===== config.mk =====
export PLATFORM = sky130hd
export DESIGN_NAME = serial_adder
export DESIGN_NICKNAME = d
export VERILOG_FILES = /design/src/rtl/serial_adder.sv
export SDC_FILE = /design/constraint.sdc
export NUM_CORES = 1
export LEC_CHECK = 0
export BUFFER_PORTS_ARGS = -buffer_cell sky130_fd_sc_hd__buf_2
export CELL_PAD_IN_SITES_DETAIL_PLACEMENT = 1
export CELL_PAD_IN_SITES_GLOBAL_PLACEMENT = 2
export CORE_MARGIN = 1
export CORE_UTILIZATION = 36
export DETAILED_ROUTE_END_ITERATION = 12
export HOLD_SLACK_MARGIN = 0.08
export PLACE_DENSITY_LB_ADDON = 0.2
export REMOVE_ABC_BUFFERS = 1
export SETUP_SLACK_MARGIN = 0.15
export SKIP_CTS_REPAIR_TIMING = 1
export SLEW_MARGIN = 10
export SYNTH_ARGS = -nofsm -noshare
export SYNTH_HDL_FRONTEND = slang
export SYNTH_SLANG_ARGS = --single-unit

===== constraint.sdc =====
create_clock -name clk -period 1.8 [get_ports clk]
set_input_delay 0.36 -clock clk [delete_from_list [all_inputs] [get_ports clk]]
set_output_delay 0.36 -clock clk [all_outputs]
set_load 0.02 [all_outputs]

===== src/rtl/serial_adder.sv =====
// Bit-serial adder: one full-adder slice walks the operands LSB-first,
// producing a registered sum and carry after WIDTH shift cycles.

module half_adder (
  input  logic a,
  input  logic b,
  output logic S,
  output logic C
);
  assign S = a ^ b;
  assign C = a & b;
endmodule

module serial_adder #(
  parameter int unsigned WIDTH = 8
) (
  input  logic             clk,
  input  logic             rst_n,
  input  logic             start,
  input  logic [WIDTH-1:0] a,
  input  logic [WIDTH-1:0] b,
  output logic             busy,
  output logic             done,
  output logic [WIDTH-1:0] sum,
  output logic             cout
);

  localparam int unsigned CW = $clog2(WIDTH + 1);

  typedef enum logic [1:0] {IDLE, SHIFT, DONE} state_t;

  state_t           state_q, state_d;
  logic [CW-1:0]    cnt_q, cnt_d;
  logic [WIDTH-1:0] a_q, a_d, b_q, b_d, res_q, res_d, sum_d;
  logic             carry_q, carry_d, cout_d, busy_d, done_d;
  logic             ha0_s, ha0_c, fa_s, ha1_c, fa_c;

  // Full adder on the operand LSBs and the running carry
  half_adder u_ha0 (.a(a_q[0]), .b(b_q[0]),  .S(ha0_s), .C(ha0_c));
  half_adder u_ha1 (.a(ha0_s),  .b(carry_q), .S(fa_s),  .C(ha1_c));
  assign fa_c = ha0_c | ha1_c;

  always_ff @(posedge clk or negedge rst_n) begin
    if (!rst_n) begin
      state_q <= IDLE;
      cnt_q   <= '0;
      a_q     <= '0;
      b_q     <= '0;
      res_q   <= '0;
      carry_q <= 1'b0;
      sum     <= '0;
      cout    <= 1'b0;
      busy    <= 1'b0;
      done    <= 1'b0;
    end else begin
      state_q <= state_d;
      cnt_q   <= cnt_d;
      a_q     <= a_d;
      b_q     <= b_d;
      res_q   <= res_d;
      carry_q <= carry_d;
      sum     <= sum_d;
      cout    <= cout_d;
      busy    <= busy_d;
      done    <= done_d;
    end
  end

  // Next state; busy/done are registered from the state being entered
  always_comb begin
    state_d = state_q;
    cnt_d   = cnt_q;
    a_d     = a_q;
    b_d     = b_q;
    res_d   = res_q;
    carry_d = carry_q;
    sum_d   = sum;
    cout_d  = cout;
    busy_d  = 1'b0;
    done_d  = 1'b0;
    case (state_q)
      IDLE: begin
        if (start) begin
          a_d     = a;
          b_d     = b;
          res_d   = '0;
          carry_d = 1'b0;
          cnt_d   = '0;
          busy_d  = 1'b1;
          state_d = SHIFT;
        end
      end
      SHIFT: begin
        a_d     = a_q >> 1;
        b_d     = b_q >> 1;
        res_d   = WIDTH'({fa_s, res_q} >> 1);
        carry_d = fa_c;
        cnt_d   = cnt_q + CW'(1);
        if (cnt_q == CW'(WIDTH - 1)) begin
          sum_d   = res_d;
          cout_d  = fa_c;
          done_d  = 1'b1;
          state_d = DONE;
        end else begin
          busy_d = 1'b1;
        end
      end
      DONE:    state_d = IDLE;
      default: state_d = IDLE;
    endcase
  end

endmodule


**Yosys cells after proc, flatten, opt, wreduce, memory -nomap -nowiden**

Index checks and enable logic that the tools add are counted.

- Register bits after elaboration: 42
- Bits in latches: 0
- Memory bits (writable): 0
- ROM bits: 0
- Bits of input ports: 19
- Output and inout bits: 11
- Logic and storage cells: 43
- Memories: 0

- Add/subtract/negate cells: 1
- Multiply operators: 0
- Div/mod/pow operators: 0
- Magnitude comparators: 0
- Equality and inequality tests: 4
- Shift-type cells: 0
- Multiplexer cells: 18
- Bitwise gates (word level): 5
- Reductions and logical operators: 5

Operators by type and width:

| kind | count |
|---|---|
| $pmux W8 S2 | 3 |
| $mux W8 | 3 |
| $pmux W4 S2 | 1 |
| $reduce_and A2 Y1 | 3 |
| $mux W1 | 5 |
| $add A4 B1 Y4 const B | 1 |
| $eq A4 B3 Y1 const B | 1 |
| $mux W2 | 2 |
| $mux W4 | 1 |
| $ne A2 B2 Y1 const B | 2 |
| $pmux W1 S2 | 2 |
| $pmux W2 S2 | 1 |
| $and A1 B1 Y1 | 2 |
| $eq A2 B1 Y1 const B | 1 |
| $logic_not A2 Y1 | 1 |
| $reduce_bool A2 Y1 | 1 |
| $xor A1 B1 Y1 | 2 |
| $or A1 B1 Y1 | 1 |

**Logic depth before layout (Yosys ltp)**

- Word-level depth: 4
- Depth in mapped cells: 5
- Gate-level depth less buffers: 4

**By module**

From an unflattened synthesis, not the netlist that was laid out.

- Cells, all modules: 159
- Area, all modules: 1798.0 sq um

Modules (own cells, without submodules):

| module | times used | cells each | area an instance (sq um) | seq. area each (sq um) |
|---|---|---|---|---|
| serial_adder | 1 | 157 | 1773.0 | 1026.0 |
| half_adder | 2 | 1 | 12.5 | 0.0 |

**Least setup slack after synthesis**

OpenSTA, ideal clock, no wires.

- Path kind: flip-flop to flip-flop
- From: register cnt_q[0]
- To: register cout
- Library setup time: 0.125 ns
- Arrival time: 1.353 ns
- Data required time: 1.675 ns
- Slack: 0.323 ns
- Stages on the path, launching flop included: 5
- Buffers on the path: 0
- Period minus slack after synthesis: 1.477 ns
- Path through: dfrtp_1 -> ha_1 -> nand2_2 -> nor3_4 -> mux2_2

- Word-level cells in the longest chain between the ends: 2

Ends and longest elaborated chain:

| element | RTL line | source |
|---|---|---|
| start, declared | 33 | `logic [CW-1:0] cnt_q, cnt_d;` |
| start signal, assigned | 57 | `cnt_q <= cnt_d;` |
| $eq A4 B3 Y1 | 99 | `if (cnt_q == CW'(WIDTH - 1)) begin` |
| $reduce_and A2 Y1 (no source line) | n/a |  |
| end signal, assigned | 63 | `cout <= cout_d;` |
| end, declared | 25 | `output logic cout` |

Every way passes these cells.
A chain may end at the register's enable or synchronous reset.

**Worst setup path in the final report**

- From: register cnt_q[0]
- To: register sum[7]

- Word-level cells in the longest chain between the ends: 2

Ends and longest elaborated chain:

| element | RTL line | source |
|---|---|---|
| $eq A4 B3 Y1 | 99 |  |
| $reduce_and A2 Y1 (no source line) | n/a |  |
| end signal, assigned | 62 | `sum <= sum_d;` |
| end, declared | 24 | `output logic [WIDTH-1:0] sum,` |

Every way passes these cells.

==> results.yml <==
finish:
  nets: 211
  antennaDiodeCount: 0
  area_growth_pct: 20.7
  drive_gt1_share_pct: 30.5
cts:
  clk_pin_slew_ps: 80
  numClockSinks: 41
  h-tree-depth: 2
  cts_tree: "built"
  clk_latency_ps: 300
  cts-buffers-inserted: 5
  cts_root_buf: "clkbuf_8"
  clockBufferDepth: 2
drt:
  first_iter_violations: 50
  post_drt_wl_per_cell_microns: 15.6
  vias: 1320
  met1_length_microns: 1860
  top_layer: "met4"
  ant_nets: 0
  met2WireLength_microns: 1920
  wl_met3_microns: 183
  wirelength_microns: 4020
  drc_errors: 0
  detail_route.first_pass.iterations: 3
  vias_per_cell: 5.14
yosys:
  synth_most_common_cell: "dfrtp_1"
  yosys-top-cells-area: "dfrtp_1 57%, nor2b_1 6.3%, a22oi_1 5.9%"
  synth_top_cell_area_share_pct: 57.4
  syn_avg_cell_area_sq_um: 11.5
  yosysWarnings: 0
  synthCells: 155
  syn_area_sq_um: 1790
  ys.flop_type: "dfrtp_1"
  ys_seq_area_share_pct: 57.4
  ys_types: 25
  synth_commonest_cells: "41 x dfrtp_1, 18 x a21oi_1, 18 x nor2b_1"
  yosysTopAreaCell: "dfrtp_1"
  ys_ff_latch: 41
  async_flop_share_pct: 100
  synth_edf_count: 0
critical_path:
  end_kind: "flop"
  start_kind: "flop"
  r2r_setup_slack_ps: 320
  critical_path_class: "flop to flop"
  max_stage_delay_ps: 400
  critPathBufInv: 1
  crit_fanout: 10
  worstPathArrival_ps: 1670
  critPathRequiredTime_ps: 1980
  path_cells: "ha_1 > nand2_2 > nor3_4 > buf_12 > mux2_2"
  crit_family: "flip-flops"
  cp_slowest_cell: "dfrtp_1"
worst_hold_path:
  holdCritPathClass: "input pin to asynchronous set/reset pin"
power_and_ir_drop:
  power.leakage_nw: 1.00
  total_power_mw: 3.64
  cellPowerDensity_nw_per_um2: 1690
  vdd.ir_drop.worst_v: 0.000661
die:
  start_util_pct: 37.6
  die_y_microns: 72.5
  fp.dieW_microns: 72.5
  die-area_sq_um: 5250
  fp.coreArea_sq_um: 4750
  io_pins: 30
  num_rows: 25
sta:
  tns_ps: 0
  setup_viol: 0
  slew_headroom_pct: 59.9
  clock.fmax_mhz: 674
  tightest_slew_ps: 601
  min_period_ps: 1480
  hold_violations: 0
  rsz0062_at_grt: "no"
  clock_skew_ps: 5.85
  period_share_pct: 82.5
  drv_slew: 0
job:
  drv_cap: 0
global_route:
  grt_max_degree: 42
  grt_usage_pct: 17.2
  antenna_found_initial: 0
  grt_pass1_vias: 1394
  grt_overflow: 0
  grt_pass1_wl_microns: 6770
placement:
  routabilityCongestion: 0.698
  post-dp-hpwl_microns: 2700
  io_buffers: 29
run_status:
  status: "completed"
## logic make-up (layout without fill, tap and decap cells)
group / after synthesis / in the layout / synth area share [%]
AOI/OAI and AO/OA: 60 / 60 / 21.1
DFF: 41 / 41 / 57.4
and+or+nand+nor: 32 / 32 / 10.8
muxes: 10 / 10 / 6.23
buffers and inverters: 10 / 45 / 2.66
adders and majority gates: 2 / 2 / 1.82
## cell type report
class / count / area, sq um
well taps: 67 / 83.8
clock inverters: 2 / 35.0
multi-input cells: 104 / 717
clock buffers: 5 / 68.8
fillers: 533 / 2600
flip-flops and latches: 41 / 1030
repair buffers: 38 / 225
## path summary, 6_finish.rpt
| kind | startpoint | to | cells past startpoint |
|---|---|---|---|
| hold reg to reg | sum[4] | sum[4] | 1 |
| hold / removal | rst_n | sum[0] | 2 |
| max in group asynchronous | rst_n | b_q[1] | 2 |
| setup reg to reg | cnt_q[0] | sum[7] | 5 |
| min in group clk | a[4] | a_q[4] | 3 |
| setup / recovery | cnt_q[0] | sum[7] | 5 |
## sequential cells by signal, summed over array words and instances, names as in the netlist
register,count
a_q,8
b_q,8
sum,8
res_q,7
cnt_q,4
state_q,2
busy,1
carry_q,1
cout,1
done,1
## layout by cell type (no fill, tap or decap)
cell	n
a21oi_1	18
a22o_1	9
a22o_2	1
a22oi_1	14
buf_12	1
buf_2	29
buf_4	8
bufinv_16	1
clkbuf_8	5
clkinv_2	1
dfrtp_1	41
fa_1	1
ha_1	1
mux2_2	9
mux2i_1	1
nand2_1	4
nand2_2	1
nand2b_1	2
nand3_1	3
nor2_1	1
nor2b_1	18
nor3_1	1
nor3_4	1
o21ai_0	16
o21ai_1	1
o21bai_2	1
or3_1	1
## routing by layer
layer / vias to the layer above / GRT usage [%]
met1: 653 / 21.9
met3: 6 / 5.28
li1: 630 / -
met2: 31 / 27.8
met4: 0 / 5.88
met5: - / 0
## stage by stage
| step | std cells | area [sq um] | util [%] | hold slack (ps) | worst slack, ps |
|---|---|---|---|---|---|
| CTS | 256 | 2130 | 44.8 | 133 | 136 |
| finish | 257 | 2160 | 45.3 | 120 | 316 |
| global route | 257 | 2160 | 45.3 | 163 | 243 |
| detailed placement | 249 | 2030 | 42.7 | 458 | 139 |
| global placement | 249 | 2030 | 42.7 | 449 | 200 |
| floorplan | 145 | 1740 | - | 64.4 | 36.7 |
## worst register-to-register path, stage by stage, from the launching register on
cell	delay [ps]
dfrtp_1	400
ha_1	230
nand2_2	100
nor3_4	170
buf_12	150
mux2_2	330
## report_power, final
group / total (mW) / switching, mW / internal (mW)
sequential: 1.55 / 0.270 / 1.28
clock: 0.724 / 0.321 / 0.403
combinational: 1.37 / 0.739 / 0.626
Note: power is estimated with default switching activity, not from simulation.
